File: src/rtl/pipelined_addsub.sv
// pipelined_addsub: add/subtract with the carry chain split into STAGES registered chunks, behind a ready/valid stream.
module pipelined_addsub #(
    parameter int WIDTH  = 16,
    parameter int STAGES = 4
) (
    input  logic             clk,
    input  logic             rst_n,
    input  logic             in_valid,
    output logic             in_ready,
    input  logic [WIDTH-1:0] a,
    input  logic [WIDTH-1:0] b,
    input  logic             sub,
    input  logic             cin,
    output logic             out_valid,
    input  logic             out_ready,
    output logic [WIDTH-1:0] sum,
    output logic             cout,
    output logic             ovf,
    output logic             zero
);
    localparam int CW = WIDTH / STAGES;
    logic adv;
    assign adv      = out_ready || !out_valid;
    assign in_ready = adv;
    for (genvar k = 0; k < STAGES; k++) begin : g_st
        // RW: operand bits still unconsumed on entry to this stage (this chunk and above)
        localparam int RW = WIDTH - k * CW;
        logic                v_p;
        logic                c_p;
        logic [RW-1:0]       al;
        logic [RW-1:0]       bl;
        logic [CW:0]         r;
        logic [(k+1)*CW-1:0] s_n;
        if (k == 0) begin : g_first
            assign v_p = in_valid;
            assign al  = a;
            assign bl  = sub ? ~b : b;
            assign c_p = sub ? ~cin : cin;
            assign s_n = r[CW-1:0];
        end else begin : g_next
            assign v_p = g_st[k-1].g_mid.v_q;
            assign al  = g_st[k-1].g_mid.a_q;
            assign bl  = g_st[k-1].g_mid.b_q;
            assign c_p = g_st[k-1].g_mid.c_q;
            assign s_n = {r[CW-1:0], g_st[k-1].g_mid.s_q};
        end
        assign r = {1'b0, al[CW-1:0]} + {1'b0, bl[CW-1:0]} + {{CW{1'b0}}, c_p};
        if (k < STAGES - 1) begin : g_mid
            logic                v_q;
            logic                c_q;
            logic [RW-CW-1:0]    a_q;
            logic [RW-CW-1:0]    b_q;
            logic [(k+1)*CW-1:0] s_q;
            always_ff @(posedge clk or negedge rst_n) begin
                if (!rst_n) begin
                    v_q <= 1'b0;
                    c_q <= 1'b0;
                    a_q <= '0;
                    b_q <= '0;
                    s_q <= '0;
                end else if (adv) begin
                    v_q <= v_p;
                    c_q <= r[CW];
                    a_q <= al[RW-1:CW];
                    b_q <= bl[RW-1:CW];
                    s_q <= s_n;
                end
            end
        end else begin : g_last
            // the top chunk carries the operand sign bits, so overflow is resolved here
            always_ff @(posedge clk or negedge rst_n) begin
                if (!rst_n) begin
                    out_valid <= 1'b0;
                    sum       <= '0;
                    cout      <= 1'b0;
                    ovf       <= 1'b0;
                    zero      <= 1'b0;
                end else if (adv) begin
                    out_valid <= v_p;
                    sum       <= s_n;
                    cout      <= r[CW];
                    ovf       <= (al[RW-1] == bl[RW-1]) && (s_n[WIDTH-1] != al[RW-1]);
                    zero      <= s_n == '0;
                end
            end
        end
    end
endmodule
File: config.mk
export PLATFORM = sky130hd
export DESIGN_NAME = pipelined_addsub
export DESIGN_NICKNAME = d
export VERILOG_FILES = /design/src/rtl/pipelined_addsub.sv
export SDC_FILE = /design/constraint.sdc
export NUM_CORES = 1
export LEC_CHECK = 0
export ABC_AREA = 1
export BUFFER_PORTS_ARGS = -buffer_cell sky130_fd_sc_hd__buf_2
export CORE_MARGIN = 4
export CORE_UTILIZATION = 25
export DETAILED_ROUTE_END_ITERATION = 8
export PLACE_DENSITY = 0.52
export SETUP_SLACK_MARGIN = 0.02
export SLEW_MARGIN = 20
export SYNTH_ARGS = -nofsm -noshare
export SYNTH_HDL_FRONTEND = slang
export SYNTH_SLANG_ARGS = --single-unit
export TNS_END_PERCENT = 5
File: constraint.sdc
create_clock -name clk -period 2.15 [get_ports clk]
set_clock_uncertainty 0.05 [all_clocks]
set_input_delay 0.215 -clock clk [delete_from_list [all_inputs] [get_ports clk]]
set_output_delay 0.215 -clock clk [all_outputs]
set_load 0.05 [all_outputs]
# After elaboration in Yosys (flattened, before gate mapping)
# Cells that the tools add are included.
# totals
regBits	98
inputBits	38
out_inout_bits	21
elab_cells	38
# op_classes
addsub	8
n_eq_ne	2
mux	2
n_bitwise	2
reduce_logical	4
# op_table
op	count
$add 4x4->5	4
$add 5x1->5	4
$logic_not 16->1	1
$mux 16	1
$not 16->16	1
$eq 1x1->1	1
$logic_and 1x1->1	1
$logic_not 1->1	1
$logic_or 1x1->1	1
$mux 1	1
$ne 1x1->1	1
$not 1->1	1

# Logic depth before layout (Yosys ltp)
# depth
ltp_word	4
mapped_depth	10
depth_no_buf	8

# Worst setup path before layout
# No wires, ideal clock.
# synth_path
kind	input to register
start	in sub
end	reg g_st[0].g_mid.c_q
setup_time_ps	126
arrival_time_ps	1750
required_ps	1974
slack_ps	224
stages	9
path_buffers	2
path_cell_list	buf_6 buf_8 xor2_1 fa_1 fa_1 nand2_1 inv_1 o21ai_0 a21oi_1
# synth_via
elab_chain_cells	3
elab_cells_between_ends	4
classes_between	2 x add/sub; 2 x mux
# synth_lines
element	line	source
start, declared	12	input logic sub,
$mux 16	37	assign bl = sub ? ~b : b;
$add 4x4->5	47	assign r = {1'b0, al[CW-1:0]} + {1'b0, bl[CW-1:0]} + {{CW{1'b0}}, c_p};
$add 5x1->5 *	47	
end signal, assigned	63	c_q <= r[CW];
end, declared	50	logic c_q;
# Mark *: on every way between the ends. The rest lies on a longest branch, timed or not.
# A chain may end at the register's enable or synchronous reset.

# Worst setup path after layout
# layout_path
start	reg g_st[2].g_mid.c_q
end	reg zero
# layout_via
elab_chain_cells	2
# layout_lines
element	line	source
start, declared	50	
start signal, assigned	63	
$add 5x1->5	47	
named net g_st[3].r[1]	32	logic [CW:0] r;
$logic_not 16->1	83	zero <= s_n == '0;
end signal, assigned	77	zero <= 1'b0;
end signal, assigned	83	
end, declared	19	output logic zero
# The timed path passes the listed nets, and every way through them passes these cells.

==> results.cfg <==
[status]
status = complete, no violations

[sta]
whs_ns = 0.0224
hold_viol = 0
relSlewSlack_pct = 78.2
rsz0062_at_grt = false
fmax_mhz = 523
tightest_slew_ns = 0.327
tns_ns = 0
min_period_over_period_pct = 89.0
slew_viol_final = 0
fin_crit_ns = 1.91
final-setup-viol-count = 0

[die]
pin_count = 59
start_util_pct = 25.5
die_h_um = 141
die_x_um = 141
rows = 48
core-area_um2 = 17300
die-area_um2 = 19800

[synth]
syn_area_per_cell_um2 = 9.19
synthesis.nets = 538
ys_types = 24
syn_area_um2 = 4410
ys_ff_latch = 98
ys_seq_area_share_pct = 55.6
synthCells = 480
yosys-top-cells-area = dfrtp_1, nand2_1, o21ai_0
synth_top_area_cell = dfrtp_1
yosys.area.top_type_share_pct = 55.6
yosysWarnings = 0

[drt]
drt_iter0_drc = 227
drt_pass1_iterations = 4
postRouteAntennaNets = 0
vias = 3185
wl_per_cell_um = 12.7
wl_um = 9720
via_per_inst = 4.16
drc = 0

[clock_network]
numCtsBuffers = 9
postCtsSetupBuffers = 0
path_clk_slew_ns = 0.07
cts_htree_levels = 3
cts_max_path_buffers = 2
cts_tree = done
cts_sinks = 98
clock-root-buffer = clkbuf_16
clk_latency_ns = 0.34
cts_hold_buf = 1
post_cts_resized = 0

[worst_setup_path]
worstReg2RegEnd = zero$_DFFE_PN0P_
critical_path_arrival_ns = 2.13
required_ns = 2.36
path_max_fanout = 2
r2r_start = g_st[2].g_mid.c_q$_DFFE_PN0P_
r2r_slack_ns = 0.24
worstRegToRegCells = 7
startpoint_type = flop
endpoint_kind = flop
path_class = reg2reg

[power_and_ir_drop]
p_leak_nw = 2.64
ir_worst_vdd_v = 0.000500
powerDensity_nw_per_um2 = 1510
swShare_pct = 40.9
seqPwrFrac_pct = 39.4
clock_power_share_pct = 20.8
p_comb_share_pct = 39.8
cellInternalPower_w = 0.00467
power_switching_w = 0.00324

[hold_path]
hp-class = in2reg
holdPathStages = 3
hp-start = a[7]
whs_endpoint = g_st[0].g_mid.a_q[3]$_DFFE_PN0P_

[job]
maxCapViolations = 0

[layout]
nets = 595
antenna_cells = 0
num-fill-cells = 1871
finalCoreUtilization_pct = 30.3
layout_common_cells = nand2_1, dfrtp_1, buf_2, o21ai_0, inv_1
layout_commonest_cell = nand2_1
syn2layout_area_growth_pct = 18.9
final_cells = 766
drive_above_1_share_pct = 15.5

[global_routing]
first_global_vias = 3270
grt_max_degree = 61
grt_pass1_wl_um = 16800
grt_use_total_pct = 10.6
gr-total-overflow = 0
antenna_found_initial = 0

[placed_design]
gp_congestion = 0.790
placed_cells = 750
dp_hpwl_um = 7060
port_buffers = 58
-- worst max-delay path by stage --
stage	from	endpoint	slack [ns]	cells after the start
floorplan	sub	g_st[0].g_mid.c_q$_DFFE_PN0P_	0.22	9
global placement	sub	g_st[0].g_mid.c_q$_DFFE_PN0P_	0.23	8
detailed placement	sub	g_st[0].g_mid.c_q$_DFFE_PN0P_	0.19	8
CTS	g_st[2].g_mid.c_q$_DFFE_PN0P_	zero$_DFFE_PN0P_	0.22	7
global route	g_st[2].g_mid.c_q$_DFFE_PN0P_	zero$_DFFE_PN0P_	0.11	7
finish	g_st[2].g_mid.c_q$_DFFE_PN0P_	zero$_DFFE_PN0P_	0.24	7
-- synth_stat cells (all sizes together) --
cell type    n
nand2      193
dfrtp       98
o21ai       53
inv         30
nor2        20
buf         18
ha          12
xnor2       12
nand3       11
a21oi        8
fa           8
xor2         5
clkbuf       4
nand3b       4
a31oi        1
nand4        1
o21a         1
o31ai        1
-- registers in the layout, summed over array words and instances, names as in the netlist --
register        cells
ovf                 1
g_st.g_mid.a_q     24
g_st.g_mid.s_q     24
g_st.g_mid.b_q     24
g_st.g_mid.c_q      3
sum                16
g_st.g_mid.v_q      3
cout                1
zero                1
out_valid           1
-- logic make-up (layout without fill, tap and decap cells) --
| family | after synthesis | count (layout) | share of synthesized area, % |
|---|---|---|---|
| adders and majority gates | 20 | 20 | 7.03 |
| AOI/OAI and AO/OA | 64 | 64 | 7.40 |
| buffers and inverters | 52 | 113 | 6.27 |
| and+or+nand+nor | 229 | 229 | 20.4 |
| DFF | 98 | 98 | 55.6 |
| xor gates and xnor gates | 17 | 17 | 3.37 |
-- critical path, cell delays in order (launching register included) --
cell     delay (ns)
dfrtp_1        0.40
fa_1           0.46
fa_1           0.47
nor2_1         0.10
nand2_1        0.05
nor2_1         0.09
nand3_1        0.07
o21ai_0        0.14
-- cell type report --
| type | count | area [µm²] | area share (%) |
|---|---|---|---|
| inverter | 30 | 115 | 2.19 |
| sequential | 98 | 2450 | 46.7 |
| clock inverter | 2 | 35.0 | 0.668 |
| timing repair buffer | 68 | 408 | 7.77 |
| tap | 225 | 282 | 5.37 |
| clock buffer | 13 | 270 | 5.15 |
| multi-input combinational | 330 | 1680 | 32.1 |
-- routing by layer --
| metal | up-vias | GRT usage, % | routed length, µm |
|---|---|---|---|
| li1 | 1617 | - | - |
| met1 | 1493 | 14.0 | 4430 |
| met2 | 65 | 17.0 | 4620 |
| met3 | 10 | 3.19 | 516 |
| met4 | 0 | 3.21 | 152 |
| met5 | - | 0 | 0 |
-- power groups by stage --
stage	combinational, W	sequential (W)	clock (W)
5_1_grt	0.00363	0.00323	0.00179
6_report	0.00315	0.00312	0.00164
4_1_cts	0.00321	0.00313	0.00170
3_3_place_gp	0.00312	0.00313	0
3_5_place_dp	0.00320	0.00315	0
2_1_floorplan	0.00183	0.00366	0
-- through the flow --
stage	power, W	instance area [µm²]	setup WS, ns
2_1_floorplan	0.00549	4410	0.224
3_3_place_gp	0.00625	4930	0.234
3_5_place_dp	0.00635	4930	0.188
4_1_cts	0.00804	5250	0.218
5_1_grt	0.00864	5250	0.108
6_report	0.00791	5250	0.237
No activity file was read; power rests on OpenSTA's default activity.
